--- config.mk ---
export PLATFORM = sky130hd
export DESIGN_NAME = pifo_cmd_dispatch
export DESIGN_NICKNAME = d
export VERILOG_FILES = /design/src/rtl/pifo_cmd_dispatch.sv
export SDC_FILE = /design/constraint.sdc
export NUM_CORES = 1
export LEC_CHECK = 0
export CORE_UTILIZATION = 50
export DETAILED_ROUTE_END_ITERATION = 10
export PLACE_DENSITY = 0.7
export RECOVER_POWER = 100
export SYNTH_ARGS = -nofsm -noshare
export SYNTH_HDL_FRONTEND = slang
export SYNTH_SLANG_ARGS = --single-unit
--- constraint.sdc ---
create_clock -name i_clk -period 4.3 [get_ports i_clk]
set_clock_uncertainty 0.2 [all_clocks]
set_input_delay 0.645 -clock i_clk [delete_from_list [all_inputs] [get_ports i_clk]]
set_output_delay 0.645 -clock i_clk [all_outputs]
set_load 0.005 [all_outputs]
--- src/rtl/pifo_cmd_dispatch.sv ---
// pifo_cmd_dispatch: upstream command stage for PIFO_SRAM_TOP.
// Buffers a single host push/pop command stream into per-lane circular
// queues and issues each command as a one-cycle push/pop strobe on its
// lane. Issue is throttled per lane by task_fifo_full back-pressure and by
// a minimum idle gap after every issued op.
//
// Optional feature macro: PIFO_DISPATCH_POP_GUARD_EN
//   defined   - per-lane occupancy tracking; pops on an empty PIFO lane are
//               dropped and reported on o_underflow.
//   undefined - pops are always issued; o_underflow stays 0.
//
// Ports:
//   i_clk, i_arst        clock, asynchronous active-high reset
//   i_cmd_*              host command (valid, lane, pop, tree_id, data)
//   o_cmd_ready[LEVEL]   per-lane queue not full (registered)
//   i_task_fifo_full     per-lane back-pressure from the PIFO
//   o_push / o_pop       per-lane single-cycle strobes
//   o_tree_id            per-lane tree id of the issued op (0 when idle)
//   o_push_data          per-lane push data (0 when idle or on a pop)
//   o_underflow          per-lane pulse when a pop is discarded
//   o_idle               all queues empty and all lanes ready
module pifo_cmd_dispatch #(
    parameter int unsigned PTW     = 8,
    parameter int unsigned LEVEL   = 4,
    parameter int unsigned TIDW    = 2,
    parameter int unsigned QDEPTH  = 4,
    parameter int unsigned MIN_GAP = 1
) (
    input  logic                       i_clk,
    input  logic                       i_arst,
    input  logic                       i_cmd_valid,
    output logic [LEVEL-1:0]           o_cmd_ready,
    input  logic [$clog2(LEVEL)-1:0]   i_cmd_lane,
    input  logic                       i_cmd_pop,
    input  logic [TIDW-1:0]            i_cmd_tree_id,
    input  logic [PTW-1:0]             i_cmd_data,
    input  logic [LEVEL-1:0]           i_task_fifo_full,
    output logic [LEVEL-1:0]           o_push,
    output logic [LEVEL-1:0]           o_pop,
    output logic [TIDW-1:0]            o_tree_id   [0:LEVEL-1],
    output logic [PTW-1:0]             o_push_data [0:LEVEL-1],
    output logic [LEVEL-1:0]           o_underflow,
    output logic                       o_idle
);

    localparam int unsigned LW = $clog2(LEVEL);
    localparam int unsigned PW = $clog2(QDEPTH);
    localparam int unsigned CW = $clog2(QDEPTH + 1);
    localparam int unsigned GW = 3;
    localparam bit          NO_GAP = (MIN_GAP == 0);

    typedef struct packed {
        logic            pop;
        logic [TIDW-1:0] tree_id;
        logic [PTW-1:0]  data;
    } cmd_t;

    typedef enum logic {
        ST_READY = 1'b0,
        ST_GAP   = 1'b1
    } lane_state_t;

    cmd_t        mem        [0:LEVEL-1][0:QDEPTH-1];
    logic [PW-1:0] wr_ptr   [0:LEVEL-1];
    logic [PW-1:0] rd_ptr   [0:LEVEL-1];
    logic [CW-1:0] count    [0:LEVEL-1];
    logic [CW-1:0] count_next [0:LEVEL-1];
    lane_state_t state      [0:LEVEL-1];
    logic [GW-1:0] gap_cnt  [0:LEVEL-1];
    cmd_t        head       [0:LEVEL-1];
    cmd_t        wr_cmd;
    logic [LEVEL-1:0] wr_en;
    logic [LEVEL-1:0] rd_en;
    logic [LEVEL-1:0] idle_lane;

`ifdef PIFO_DISPATCH_POP_GUARD_EN
    localparam int unsigned OW = $clog2(QDEPTH * 16 + 1);
    localparam logic [OW-1:0] OCC_MAX = '1;
    logic [OW-1:0] occ [0:LEVEL-1];
`endif

    // Per-lane write/read enables, queue heads and next-cycle occupancy.
    always_comb begin
        wr_cmd = '{pop: i_cmd_pop, tree_id: i_cmd_tree_id, data: i_cmd_data};
        for (int j = 0; j < LEVEL; j++) begin
            wr_en[j]      = i_cmd_valid && (i_cmd_lane == LW'(j)) && o_cmd_ready[j];
            rd_en[j]      = (state[j] == ST_READY) && (count[j] != '0) && !i_task_fifo_full[j];
            head[j]       = mem[j][rd_ptr[j]];
            count_next[j] = count[j] + CW'(wr_en[j]) - CW'(rd_en[j]);
            // Lane is idle next cycle if its queue drains and it will be in READY.
            idle_lane[j]  = (count_next[j] == '0) &&
                            (rd_en[j] ? NO_GAP
                                      : ((state[j] == ST_READY) || (gap_cnt[j] <= GW'(1))));
        end
    end

    // Queue storage; contents need no reset since count gates every read.
    always_ff @(posedge i_clk) begin
        for (int j = 0; j < LEVEL; j++) begin
            if (wr_en[j]) begin
                mem[j][wr_ptr[j]] <= wr_cmd;
            end
        end
    end

    // Queue pointers, lane FSMs and registered lane outputs.
    always_ff @(posedge i_clk or posedge i_arst) begin
        if (i_arst) begin
            o_cmd_ready <= '1;
            o_push      <= '0;
            o_pop       <= '0;
            o_underflow <= '0;
            o_idle      <= 1'b1;
            for (int j = 0; j < LEVEL; j++) begin
                wr_ptr[j]      <= '0;
                rd_ptr[j]      <= '0;
                count[j]       <= '0;
                state[j]       <= ST_READY;
                gap_cnt[j]     <= '0;
                o_tree_id[j]   <= '0;
                o_push_data[j] <= '0;
`ifdef PIFO_DISPATCH_POP_GUARD_EN
                occ[j]         <= '0;
`endif
            end
        end else begin
            o_idle <= &idle_lane;
            for (int j = 0; j < LEVEL; j++) begin
                o_cmd_ready[j] <= (count_next[j] != CW'(QDEPTH));
                count[j]       <= count_next[j];
                if (wr_en[j]) begin
                    wr_ptr[j] <= wr_ptr[j] + PW'(1);
                end
                if (rd_en[j]) begin
                    rd_ptr[j] <= rd_ptr[j] + PW'(1);
                end

                o_push[j]      <= 1'b0;
                o_pop[j]       <= 1'b0;
                o_underflow[j] <= 1'b0;
                o_tree_id[j]   <= '0;
                o_push_data[j] <= '0;

                case (state[j])
                    ST_READY: begin
                        if (rd_en[j]) begin
                            if (head[j].pop) begin
`ifdef PIFO_DISPATCH_POP_GUARD_EN
                                // Pop on an empty PIFO lane is consumed but not issued.
                                if (occ[j] == '0) begin
                                    o_underflow[j] <= 1'b1;
                                end else begin
                                    o_pop[j]     <= 1'b1;
                                    o_tree_id[j] <= head[j].tree_id;
                                    occ[j]       <= occ[j] - OW'(1);
                                end
`else
                                o_pop[j]     <= 1'b1;
                                o_tree_id[j] <= head[j].tree_id;
`endif
                            end else begin
                                o_push[j]      <= 1'b1;
                                o_tree_id[j]   <= head[j].tree_id;
                                o_push_data[j] <= head[j].data;
`ifdef PIFO_DISPATCH_POP_GUARD_EN
                                if (occ[j] != OCC_MAX) begin
                                    occ[j] <= occ[j] + OW'(1);
                                end
`endif
                            end
                            if (!NO_GAP) begin
                                state[j]   <= ST_GAP;
                                gap_cnt[j] <= GW'(MIN_GAP);
                            end
                        end
                    end
                    ST_GAP: begin
                        if (gap_cnt[j] <= GW'(1)) begin
                            state[j]   <= ST_READY;
                            gap_cnt[j] <= '0;
                        end else begin
                            gap_cnt[j] <= gap_cnt[j] - GW'(1);
                        end
                    end
                    default: begin
                        state[j] <= ST_READY;
                    end
                endcase
            end
        end
    end

endmodule

==> results of run 1 <==
power by group through the flow:
stage,Sequential (uW),Clock [uW],Combinational [uW]
4_1_cts,3660,2320,2040
2_1_floorplan,3500,0,1500
3_3_place_gp,3680,0,1930
5_1_grt,3720,2430,2150
6_report,3650,2270,1930
3_5_place_dp,3710,0,2010
layer usage:
layer	vias up	track usage (%)	wire length, um
met4	0	5.26	332
li1	2294	-	-
met5	-	0	0
met2	157	31.0	9750
met1	2612	26.1	7930
met3	24	2.89	1240
worst max-delay path, cell delays in order:
cell and delay, ns:
dlygate4sd3_1 0.55, nor2b_1 0.16, and3b_1 0.40, inv_1 0.12, ha_1 0.33, inv_1 0.05
ha_1 0.18, fa_1 0.38, xnor3_1 0.39, nor3_2 0.12, nand4b_1 0.12, nor4_1 0.25
final timing paths:
| check | slack, ns | depth (start not counted) | endpoint | startpoint |
|---|---|---|---|---|
| max in group asynchronous | 1.25 | 3 | o_pop[2] | i_arst |
| hold reg to reg | 0.31 | 1 | gap_cnt[9] | state[3] |
| min in group asynchronous | 1.12 | 2 | o_push[1] | i_arst |
| setup reg to reg | 1.07 | 11 | o_idle | count[4] |
| setup / recovery | 0.82 | 12 | o_idle | i_cmd_valid |
| hold / removal | 0.31 | 1 | gap_cnt[9] | state[3] |
final cells by class:
| cell class | count | area (sq um) |
|---|---|---|
| Antenna cell | 1 | 2.50 |
| Timing Repair Buffer | 76 | 744 |
| Sequential cell | 273 | 7720 |
| Inverter | 42 | 159 |
| Multi-Input combinational cell | 248 | 2560 |
| Tap cell | 270 | 338 |
| Fill cell | 1469 | 8040 |
| Clock inverter | 11 | 110 |
| Clock buffer | 38 | 762 |
registers in the layout, summed over array words and instances (netlist names), 8 cells and up:
register,cells
count,12
o_tree_id,8
wr_ptr,8
mem,176
gap_cnt,12
rd_ptr,8
o_push_data,32
logic make-up (layout without fill, tap and decap cells):
logic type / after synthesis / count (layout) / synth area share, %
muxes: 46 / 46 / 9.60
xor gates and xnor gates: 17 / 17 / 1.82
DFF: 273 / 273 / 73.2
and+or+nand+nor: 116 / 116 / 6.53
other: 1 / 5 / 0.0356
buffers and inverters: 60 / 167 / 2.42
adders and majority gates: 36 / 36 / 4.56
AOI/OAI and AO/OA: 29 / 29 / 1.82
layout by cell type, fill, tap and decap left out, types with 6 or more instances in the layout:
| cell type | count |
|---|---|
| edfxtp_1 | 176 |
| nor2_1 | 6 |
| clkbuf_1 | 8 |
| xnor2_1 | 12 |
| nand2_1 | 19 |
| nor2b_1 | 33 |
| o21ai_0 | 13 |
| clkbuf_16 | 28 |
| nand2b_1 | 9 |
| dfrtp_1 | 92 |
| and2_0 | 25 |
| ha_1 | 32 |
| dlygate4sd3_1 | 69 |
| mux4_2 | 44 |
| inv_1 | 41 |
through the flow:
step	setup WS (ns)	hold slack [ns]	total power (uW)	cells
after floorplan	0.930	0.271	5000	581
after global placement	0.545	0.304	5610	909
after detailed placement	0.409	0.324	5720	909
after CTS	0.949	0.334	8020	958
after global routing	0.560	0.359	8290	959
final	0.817	0.308	7850	959
synth_stat cells (all sizes together), types with 4 or more instances:
master	n	area share, %
nor3	6	0.38
dfstp	5	1.2
buf	9	0.61
clkbuf	9	0.32
fa	4	0.76
nor2	6	0.21
xnor2	12	1.0
edfxtp	176	50
dfrtp	92	22
ha	32	3.8
inv	42	1.5
nor2b	33	2.0
mux4	44	9.4
o21ai	13	0.62
or3	4	0.24
nand2	19	0.68
nand2b	9	0.61
and2	28	1.7
==> results.cfg, run 1 <==
[clocking]
cts.sinks = 273
cts_htree_levels = 1
worst_skew_pair.late_latency_ns = 0.52
cts.root.buffer_cell = clkbuf_16
number_of_buffers_on_the_longest_clock_path = 3
tritoncts = built
number_of_instances_resized_during_post_cts_repair = 0
clock_pin_transition_on_the_worst_setup_and_hold_timing_paths_ns = 0.06
cts.hold.buffers_added = 0
cts_made_buffers = 27
post_cts_buffers = 0

[synth]
most_common_flop_cell_mapped_by_yosys = edfxtp_1
yosys_warnings = 0
yosys_register_bits = 273
syn_area_per_cell_sq_um = 18.2
synthCells = 578
synth_sequential_area_ratio_pct = 73.2
async_reset_ff_share_pct = 35.5
synth_cell_type_count = 47
syn-cell-area_sq_um = 10500
synth_enable_flop_cells = 176

[routing]
dr.pass1.iters = 4
drt.antenna.violating_nets = 0
wl_um = 19300
first_iter_violations = 224
vias_per_cell = 5.30
routedWlPerCell_um = 20.1
dr_total_vias = 5087
drc = 0

[power_and_ir_drop]
areal_power_density_over_the_cells_nw_per_um2 = 633
p_clk_share_pct = 28.9
switching_power_uw = 2220
p_int_uw = 5630
sequentialPowerShare_pct = 46.5
comb_power_share_pct = 24.6
cellLeakagePower_uw = 0.00479
sw_frac_of_total_pct = 28.3
ir_drop_mv = 0.313

[critical_path]
critPathArrivalTime_ns = 3.70
maximum_fanout_along_the_worst_path = 8
timing.critical_path.required_ns = 4.52
setup.worst_path.class = input port to register
crit_path_launch_type = input port
timing.critical_path.to_type = register

[die]
fp-row-count = 52
io_pins = 77
fp.dieW_um = 147
die_h_um = 147
design.die.area_sq_um = 21700
initial_core_util_pct = 51.6
core_area_sq_um = 20400

[placement]
port_buffers = 72
hpwl_um = 12300
gp_congestion = 0.819
post_dp_area_sq_um = 11500

[global_routing]
grt_pass1_wl_um = 30500
antenna_found_initial = 1
grt_remaining_overflow = 0
grt_start_max_net_pins = 59
grt_pass1_vias = 5448
grt_use_total_pct = 18.8

[status]
failed_checks = max-capacitance violations, max-slew violations
outcome = finished with violations

[final_layout]
layout-area-overhead-vs-synth_pct = 17.6
utilization_pct = 60.7
stdcell_area_sq_um = 12400
num-nets-final = 724
fraction_of_final_layout_cells_with_drive_strength_greater_than_1_pct = 14.5

[sta]
clock.fmax_mhz = 287
setup_tns_final_ns = 0
timing.final.setup_violations = 0
finalHoldViolCount = 0
final-max-slew-violation-count = 59
relSlewSlack_pct = -77.3
tightest_slew_ns = 2.64
final_min_period_over_clock_period_pct = 81.0
layout_min_cycle_time_ns = 3.48
setup_repair_after_global_routing_missed_its_margin = false

[flow_run]
drv.max_cap_violation_count = 1

[worst_hold_path]
worstHoldPathType = register to register
Power figures use the tool's default switching activity.
==> inputs of run 2 (changes only) <==
clock period = 3.4 ns   (was 4.3 ns; I/O delays follow)
==> run 2 against run 1 <==
Against the previous run: sequential share of layout area decreased by 0.17 points; routed wire length is 0.17% higher; flip-flop and latch count stayed put; worst hold slack improved by 0.0099 ns; design area rose by 0.27%; non-clock buffer count rose by 13; register-to-register slack lost 0.71 ns; global-route usage grew 0.25 points; power up 27%; critical path depth stayed put; the run now ends clean; count of clock-buffer cells in the layout increased by 4.
==> results.cfg, run 2 (synthesis gave the netlist of run 1 again) <==
[global_routing]
grt_use_total_pct = 19.0
grt_remaining_overflow = 0
grt_use_met3_pct = 3.29
grt_use_met1_pct = 26.1
grt_pass1_vias = 5611
antenna_found_initial = 1
grt.met2_usage_pct = 31.3
grt_pass1_wl_um = 31000
grt_start_max_net_pins = 77
grt.busiest_layer = met2

[routing]
vias_per_cell = 5.27
dr_total_vias = 5134
wl_um = 19300
routedWlPerCell_um = 19.8
drc = 0
first_iter_violations = 378
dr.pass1.iters = 4
drt.antenna.violating_nets = 0

[final_layout]
final-instance-count-excl-fill = 974
largest_reg_flops = 176
fraction_of_final_layout_cells_with_drive_strength_greater_than_1_pct = 13.9
stdcell_area_sq_um = 12400
num-nets-final = 738
commonest_cells_after_routing_fill_and_taps_aside = edfxtp_1 (176), dfrtp_1 (92), dlygate4sd3_1 (66)
layout-area-overhead-vs-synth_pct = 17.9
mostFrequentLayoutCell = edfxtp_1
antenna_cells = 0

[die]
initial_core_util_pct = 51.6
core_area_sq_um = 20400
fp.dieW_um = 147
io_pins = 77
design.die.area_sq_um = 21700
fp-row-count = 52
die_h_um = 147

[flow_run]
drv.max_cap_violation_count = 0

[sta]
final_min_period_over_clock_period_pct = 90.4
timing.final.setup_violations = 0
tightest_slew_ns = 1.08
clock.fmax_mhz = 325
relSlewSlack_pct = 28.2
setup_repair_after_global_routing_missed_its_margin = false
finalHoldViolCount = 0
setup_tns_final_ns = 0
finalHoldWorstSlack_ns = 0.318
layout_min_cycle_time_ns = 3.07
final-max-slew-violation-count = 0

[critical_path]
setup.worst_path.class = input port to register
crit_path_launch_type = input port
critPathArrivalTime_ns = 3.30
maximum_fanout_along_the_worst_path = 3
timing.critical_path.to_type = register
timing.critical_path.required_ns = 3.62
reg_to_reg_setup_timing_slack_ns = 0.36

[placement]
post_dp_area_sq_um = 11700
hpwl_um = 12200
port_buffers = 72
post-place-cells = 922
gp_congestion = 0.836

[power_and_ir_drop]
areal_power_density_over_the_cells_nw_per_um2 = 799
ir_drop_mv = 0.388
cellLeakagePower_uw = 0.00481

[clocking]
tritoncts = built
number_of_instances_resized_during_post_cts_repair = 0
number_of_buffers_on_the_longest_clock_path = 3
worst_skew_pair.late_latency_ns = 0.53
cts.root.buffer_cell = clkbuf_16
post_cts_buffers = 0
cts_htree_levels = 1
cts_made_buffers = 28
cts.sinks = 273
cts.hold.buffers_added = 0
clock_pin_transition_on_the_worst_setup_and_hold_timing_paths_ns = 0.06

[status]
outcome = complete, no violations

[worst_hold_path]
worstHoldPathType = register to register
==> run 2: changes by cell type in the layout (fill, tap and decap cells not counted), sizes merged, moves of 3 or more <==
cell,change
clkbuf,+16
clkinv,+7
inv,-4
clkdlybuf4s50,+3
clkinvlp,-3
dlygate4sd3,-3
==> run 2: path summary, 6_finish.rpt <==
kind,from,to,cells after the start
setup / recovery,i_cmd_valid,o_idle,12
hold reg to reg,state[3],gap_cnt[9],1
setup reg to reg,count[4],o_idle,11
min in group asynchronous,i_arst,o_push_data[16],2
hold / removal,state[3],gap_cnt[9],1
max in group asynchronous,i_arst,o_push_data[9],3
==> run 2: where the power goes <==
part	leakage, uW	internal, uW	switching, uW
combinational	0.00157	1410	1230
clock	0.000418	1610	1190
sequential	0.00283	4100	390
==> run 2: final cells by class <==
cell class	count	area [sq um]
fillers	1478	8000
flip-flops and latches	273	7720
multi-input cells	248	2560
repair buffers	89	803
clock buffers	42	793
well taps	270	338
inverters	42	159
clock inverters	10	56.3
==> run 2: critical path: stages <==
cell           delay, ns
dlygate4sd3_1       0.55
nor2b_1             0.17
and3b_1             0.20
inv_1               0.05
ha_1                0.28
inv_1               0.04
ha_1                0.18
fa_1                0.40
xnor3_1             0.41
nor3_2              0.12
nand4b_1            0.11
nor4_1              0.28
==> run 2: routing by layer <==
layer	vias up	share of wire, %
met3	37	5.8
met4	0	2.0
met5	-	0
li1	2310	-
met2	136	49
met1	2651	43
==> run 2: through the flow <==
stage,total power (uW),utilization (%),setup WS [ns]
final,9930,60.8,0.327
after global routing,10500,60.8,0.214
after CTS,10200,61.2,0.395
after detailed placement,7360,57.1,-0.0949
after global placement,7170,57.1,-0.0253
after floorplan,6320,-,0.165
==> inputs of run 3 (changes only) <==
CORE_UTILIZATION = 40   (was 50)
CTS_CLUSTER_SIZE = 40   (was default)
PLACE_DENSITY = default   (was 0.7)
==> run 3 against run 2 <==
Against the previous run: the run now ends with max-capacitance violations, max-slew violations left; first-iteration DRC count is 17% lower; core utilization is 12 points lower; register-to-register slack better by 0.11 ns; clock power is 17% higher; global-route usage is 3.6 points lower; routed wire length is 1.6% higher; critical path type unchanged; non-clock buffer count is 1 higher; critical path depth stayed put.
==> results.cfg, run 3 (synthesis gave the netlist of run 1 again) <==
[final_layout]
antenna_cells = 0
fraction_of_final_layout_cells_with_drive_strength_greater_than_1_pct = 14.6
mostFrequentLayoutCell = edfxtp_1
num-nets-final = 739
commonest_cells_after_routing_fill_and_taps_aside = edfxtp_1 (176), dfrtp_1 (92), dlygate4sd3_1 (66)
largest_reg_flops = 176
num-fill-cells = 2156
seq_area_sq_um = 7720
multiInputGateArea_sq_um = 2570
layout-area-overhead-vs-synth_pct = 20.4
stdcell_area_sq_um = 12700

[clocking]
cts.root.buffer_cell = clkbuf_16
number_of_instances_resized_during_post_cts_repair = 0
post_cts_buffers = 0
cts.sinks = 273
clock_pin_transition_on_the_worst_setup_and_hold_timing_paths_ns = 0.06
cts.hold.buffers_added = 0
cts_made_buffers = 28
tritoncts = built
number_of_buffers_on_the_longest_clock_path = 3
cts_htree_levels = 1
worst_skew_pair.late_latency_ns = 0.53

[die]
fp.dieW_um = 164
die_h_um = 164
fp-row-count = 59
design.die.area_sq_um = 27000
io_pins = 77
initial_core_util_pct = 40.6
core_area_sq_um = 26000

[critical_path]
startpoint = i_cmd_valid
maximum_fanout_along_the_worst_path = 3
timing.critical_path.required_ns = 3.64
crit-reg2reg-launch = count[4]
critPathArrivalTime_ns = 3.27
reg2reg_to = o_idle
worstSetupEndpoint = o_idle
setup.worst_path.class = input port to register
timing.critical_path.to_type = register
r2r_cells = 11
crit_path_launch_type = input port
reg_to_reg_setup_timing_slack_ns = 0.47

[sta]
setup_repair_after_global_routing_missed_its_margin = false
final_min_period_over_clock_period_pct = 88.9
timing.final.setup_violations = 0
finalHoldViolCount = 0
final-max-slew-violation-count = 47
tightest_slew_ns = 2.10
clock.fmax_mhz = 331
layout_min_cycle_time_ns = 3.02
relSlewSlack_pct = -40.1

[global_routing]
antenna_found_initial = 2
grt_pass1_wl_um = 30900
grt_use_total_pct = 15.4
grt_remaining_overflow = 0
grt_pass1_vias = 5621
grt_start_max_net_pins = 48

[status]
failed_checks = max-capacitance violations, max-slew violations
outcome = finished with violations

[routing]
drc = 0
dr_total_vias = 5108
dr.pass1.iters = 4
wl_um = 19600
drt.antenna.violating_nets = 0
routedWlPerCell_um = 18.8
vias_per_cell = 4.91
first_iter_violations = 312

[power_and_ir_drop]
ir_drop_mv = 0.386
areal_power_density_over_the_cells_nw_per_um2 = 819
cellLeakagePower_uw = 0.00489
power_uw = 10400

[flow_run]
drv.max_cap_violation_count = 1

[placement]
gp_congestion = 0.748
post_dp_area_sq_um = 11700
hpwl_um = 12500
port_buffers = 72

[worst_hold_path]
worstHoldPathType = register to register
worst_hold_path.num_cells = 1
[run 3: cell type report]
cell class | instances | area share (%)
multi-input combinational | 248 | 20.3
clock buffer | 37 | 6.11
timing repair buffer | 90 | 6.46
inverter | 42 | 1.24
tap | 335 | 3.30
clock inverter | 15 | 1.79
sequential | 273 | 60.8
[run 3: worst max-delay path: stages]
cell	delay [ns]
dlygate4sd3_1	0.57
nor2b_1	0.16
and3_1	0.21
inv_1	0.05
ha_1	0.26
inv_1	0.04
ha_1	0.18
fa_1	0.37
xnor3_2	0.41
nor3_2	0.16
nand4b_1	0.13
nor4_2	0.22
[run 3: worst min path at each step]
stage,start,end,slack [ns]
5_1_grt,state[3],gap_cnt[9],0.33
2_1_floorplan,state[3],gap_cnt[9],0.27
4_1_cts,i_arst,gap_cnt[7],0.26
3_5_place_dp,state[3],gap_cnt[9],0.32
3_3_place_gp,state[3],gap_cnt[9],0.30
6_report,state[3],gap_cnt[9],0.32
[run 3: routing by layer]
layer / up-vias / part of all wire [%] / track usage [%]
met4: 2 / 2.1 / 4.88
li1: 2328 / - / -
met3: 35 / 4.2 / 2.27
met1: 2627 / 44 / 20.4
met2: 116 / 50 / 26.2
met5: - / 0.051 / 0
[run 3: metrics by stage]
step	std cells	hold slack [ns]	util (%)	setup WS (ns)	TNS, ns
final	1040	0.323	48.8	0.376	0
after global routing	1040	0.328	48.8	0.197	0
after CTS	1040	0.259	49.1	0.420	0
after detailed placement	988	0.316	45.2	-0.112	-0.112
after global placement	988	0.304	45.2	-0.0355	-0.0355
after floorplan	581	0.271	-	0.165	0
[run 3: where the power goes]
| part | switching, uW | leakage [uW] | total [uW] | internal [uW] |
|---|---|---|---|---|
| Sequential | 377 | 0.00282 | 4480 | 4100 |
| Combinational | 1230 | 0.00158 | 2640 | 1410 |
| Clock | 1210 | 0.000489 | 3270 | 2060 |
| Total | 2820 | 0.00489 | 10400 | 7570 |
==> RTL edit 1 (flow settings as in run 3) <==
Build with the macro `PIFO_DISPATCH_POP_GUARD_EN` defined.
--- a/src/rtl/pifo_cmd_dispatch.sv
+++ b/src/rtl/pifo_cmd_dispatch.sv
@@ -21,2 +21,4 @@
 //   o_idle               all queues empty and all lanes ready
+`define PIFO_DISPATCH_POP_GUARD_EN
+
 module pifo_cmd_dispatch #(
Check against the original RTL: not equivalent (a bounded check fails within 4 cycles, from zero or initial values and one cycle with i_arst high).
==> RTL edit 1 against run 3 <==
- the run still ends with capacitance limit, slew limit left
- cell count is 29% higher
- sequential cell count is 32 higher
- hold slack worse by 0.046 ns
- area after synthesis is 20% higher
- worst setup slack worse by 0.23 ns
- wire length is 23% higher
- total power is 30% higher
- cell area is 19% higher
- critical endpoint unchanged
==> RTL edit 1: results (changes against run 3) <==
* Inst Count DP at 1282 (+30%)
* Failing checks: capacitance limit, slew limit
* Final Max Slew Viols at 34 (-28%)
* Critical path arrival at 3.51 ns (+0.24 ns)
* Synth cell count leaders: edfxtp_1 (176), dfrtp_1 (124), ha_1 (52)
* Routed WL at 24100 um (+23%)
* Max-Cap Viols at 1 (unchanged)
* Vias in the first global route at 6977 (+24%)
* Worst rel slew slack at -0.210 (+0.191)
* Run status: complete, but fails checks
* Proportion of layout cells with a drive suffix above 1 at 0.135 (-0.0114)
* CTS buffer count at 31 (+11%)
* RR Startpoint: state[0]
* Area contributors post-synth: edfxtp_1 (42%), dfrtp_1 (24%), mux4_2 (7.1%), ha_1 (5.1%), xnor2_1 (2.5%)
* Yosys warning total at 0 (unchanged)
* Hold crit path type: in -> async
* Largest net degree at the start of global routing at 83 (+73%)
* Slowest stage delay, CP at 0.47 ns (-0.10 ns)
* Global-route wire length before repair at 39100 um (+27%)
* Synth cell types at 45 (-4.3%)
* Worst path slowest cell: clkdlybuf4s50_1
* # fillers at 2646 (+23%)
* Drt wl/cell at 18.0 um (-4.4%)
* Detailed Place HPWL at 15500 um (+24%)
* Setup WS pre-CTS at -0.443 ns (-0.331 ns)
* Share of flip-flops with an asynchronous set or reset at 0.423 (+0.0676)
* Detailed Route Iter0 Violations at 350 (+12%)
* Final GP Congestion at 0.766 (+2.4%)
* Via count at 6671 (+31%)
* Lkg Pwr at 6.04 nW (+23%)
* Buffers on Ports at 76 (+5.6%)
* Final net count at 999 (+35%)
* Initial antenna violation count at 0 (-2)
* Worst-path fanout max at 2 (-1)
* VDD IR max at 0.000486 V (+26%)
* Cell count after synthesis at 806 (+39%)
* Clk root buf: clkbuf_16
==> RTL edit 1: worst max-delay path, delay by kind of cell <==
family        cells  cell delay (ns)
simple gates      5             1.31
fa+ha+maj         3             0.78
xor+xnor          2             0.28
buf+inv           4             0.63
==> RTL edit 1: repair_timing <==
action | CTS | global route
endpoints found under the setup margin | 0 | 1
hold buffers | 0 | 0
resized for setup | 0 | 3
==> RTL edit 1: metal layers <==
metal,vias to the layer above,routed length [um],GRT usage,part of all wire
met5,-,0,0,0
met4,0,381,0.0342,0.016
li1,3176,-,-,-
met3,33,982,0.0214,0.041
met1,3354,11700,0.228,0.49
met2,108,11000,0.242,0.46
==> RTL edit 1: per-stage QoR <==
| stage | utilization | TNS [ns] | area [sq um] | total power [W] |
|---|---|---|---|---|
| 2_1_floorplan | - | 0 | 12700 | 0.00879 |
| 5_1_grt | 0.488 | 0 | 15100 | 0.0144 |
| 6_report | 0.488 | 0 | 15100 | 0.0135 |
| 4_1_cts | 0.490 | 0 | 15200 | 0.0138 |
| 3_3_place_gp | 0.456 | -0.372 | 14100 | 0.0102 |
| 3_5_place_dp | 0.456 | -0.443 | 14100 | 0.0103 |
==> RTL edit 1: power by group through the flow <==
stage                     clock network, W  logic (W)  registers (W)
after global routing               0.00365    0.00551        0.00527
after global placement                   0    0.00501        0.00523
after CTS                          0.00352    0.00511        0.00518
final                              0.00344    0.00488        0.00517
after floorplan                          0    0.00363        0.00516
after detailed placement                 0    0.00510        0.00524
==> RTL edit 1: kinds of logic (layout without fill, tap and decap cells) <==
logic type / count (synthesis) / count (layout) / synth area share
AOI/OAI and AO/OA: 65 / 65 / 0.0326
xor gates and xnor gates: 40 / 40 / 0.0276
adders and majority gates: 60 / 60 / 0.0638
buffers and inverters: 81 / 218 / 0.0243
DFF: 305 / 305 / 0.671
muxes: 82 / 82 / 0.106
and+or+nand+nor: 173 / 173 / 0.0747
==> RTL edit 1: worst paths after layout <==
check	end	slack, ns	depth (start not counted)
setup / recovery	o_idle	0.14	14
hold / removal	count[7]	0.28	2
setup reg to reg	occ[4]	0.20	6
hold reg to reg	occ[20]	0.31	1
max in group asynchronous	occ[26]	0.65	3
min in group i_clk	occ[20]	0.31	1
==> RTL edit 1: area by class of cell <==
class,count,area [sq um],area share
Sequential cell,305,8520,0.565
Clock inverter,8,92.6,0.00614
Tap cell,396,495,0.0328
Inverter,57,215,0.0143
Multi-Input combinational cell,420,3880,0.257
Timing Repair Buffer,104,918,0.0609
Clock buffer,49,965,0.0639
==> RTL edit 2 (flow settings as in run 3) <==
Without the edit above. Make the reset (`i_arst`) synchronous in one clocked block. Comments in the files are not updated.
--- a/src/rtl/pifo_cmd_dispatch.sv
+++ b/src/rtl/pifo_cmd_dispatch.sv
@@ -106,3 +106,3 @@
     // Queue pointers, lane FSMs and registered lane outputs.
-    always_ff @(posedge i_clk or posedge i_arst) begin
+    always_ff @(posedge i_clk) begin
         if (i_arst) begin
Formal check against the unedited RTL: differs if i_arst is asserted again (counterexample within 4 cycles, from zero or initial values and one cycle with i_arst high); with i_arst held inactive, the same outputs for 4 cycles.
==> RTL edit 2 against run 3 <==
- area after synthesis shrank 0.58%
- non-clock buffer count shrank 4
- critical path depth shrank 3
- wire length shrank 7.0%
- total power shrank 11%
- cell area shrank 0.68%
- sequential cell count is the same
- worst setup slack gained 0.061 ns
==> RTL edit 2: results (changes against run 3) <==
* Area contributors post-synth: edfxtp_1 (60%), dfxtp_1 (12%), mux4_2 (9.5%), ha_1 (3.7%), nor2b_1 (2.0%)
* Post-synthesis xor/xnor area fraction at 0.0125 (-0.00562)
* Post-Synth Adder-Cell Area at 0.0447 (-0.000927)
* Worst rel slew slack at 0.342 (+0.744)
* Met2 Usage GRT at 0.249 (-0.0122)
* Detailed Route Iter0 Violations at 301 (-3.5%)
* Routed WL at 18200 um (-7.0%)
* Synth cell count leaders: edfxtp_1 (208), dfxtp_1 (65), mux4_2 (44)
* # fillers at 2062 (-4.4%)
* Initial antenna violation count at 0 (-2)
* Worst path slowest cell: fa_1
* VDD IR max at 0.000473 V (+23%)
* M3 GR Usage at 0.0235 (+0.000758)
* Clock Power at 0.00342 W (+5%)
* Signal buffers at 86 (-4.4%)
* Multi-input comb cells at 261 (+5.2%)
* Cell count after synthesis at 595 (+2.9%)
* Vias/cell at 4.87 (-0.90%)
* Met1 wire length at 7960 um (-7.9%)
* Switching Share at 0.243 (-0.0282)
* Critical path arrival at 3.19 ns (-0.08 ns)
* Run status: finished clean
* Clkbuf count at 40 (+8.1%)
* Nonclk inv count at 37 (-12%)
* Buffer share of cell area at 0.0637 (-0.000848)
* Met2 WL at 9230 um (-4.8%)
* Synth cell types at 41 (-13%)
* Drt wl/cell at 17.5 um (-7.0%)
## RTL edit 2: cell count changes after synthesis, moves of 7 or more
cell | run 3 | this run
buf_2 | 0 | 10
dfxtp_1 | 0 | 65
nor3_1 | 4 | 11
o21ai_0 | 12 | 5
dfrtp_1 | 92 | 0
nand2_1 | 19 | 1
and2_1 | 28 | 16
edfxtp_1 | 176 | 208
nor2b_2 | 0 | 13
or2_2 | 0 | 8
nor2_1 | 6 | 26
and3_1 | 1 | 8
## RTL edit 2: path summary, 6_finish.rpt
path | to | slack, ns | depth (start not counted) | startpoint
worst min register to register | count[3][2] | 0.41 | 2 | count[3][2]
worst min-delay path | count[3][2] | 0.41 | 2 | count[3][2]
worst max-delay path | o_idle | 0.44 | 9 | state[0]
worst max register to register | o_idle | 0.44 | 9 | state[0]
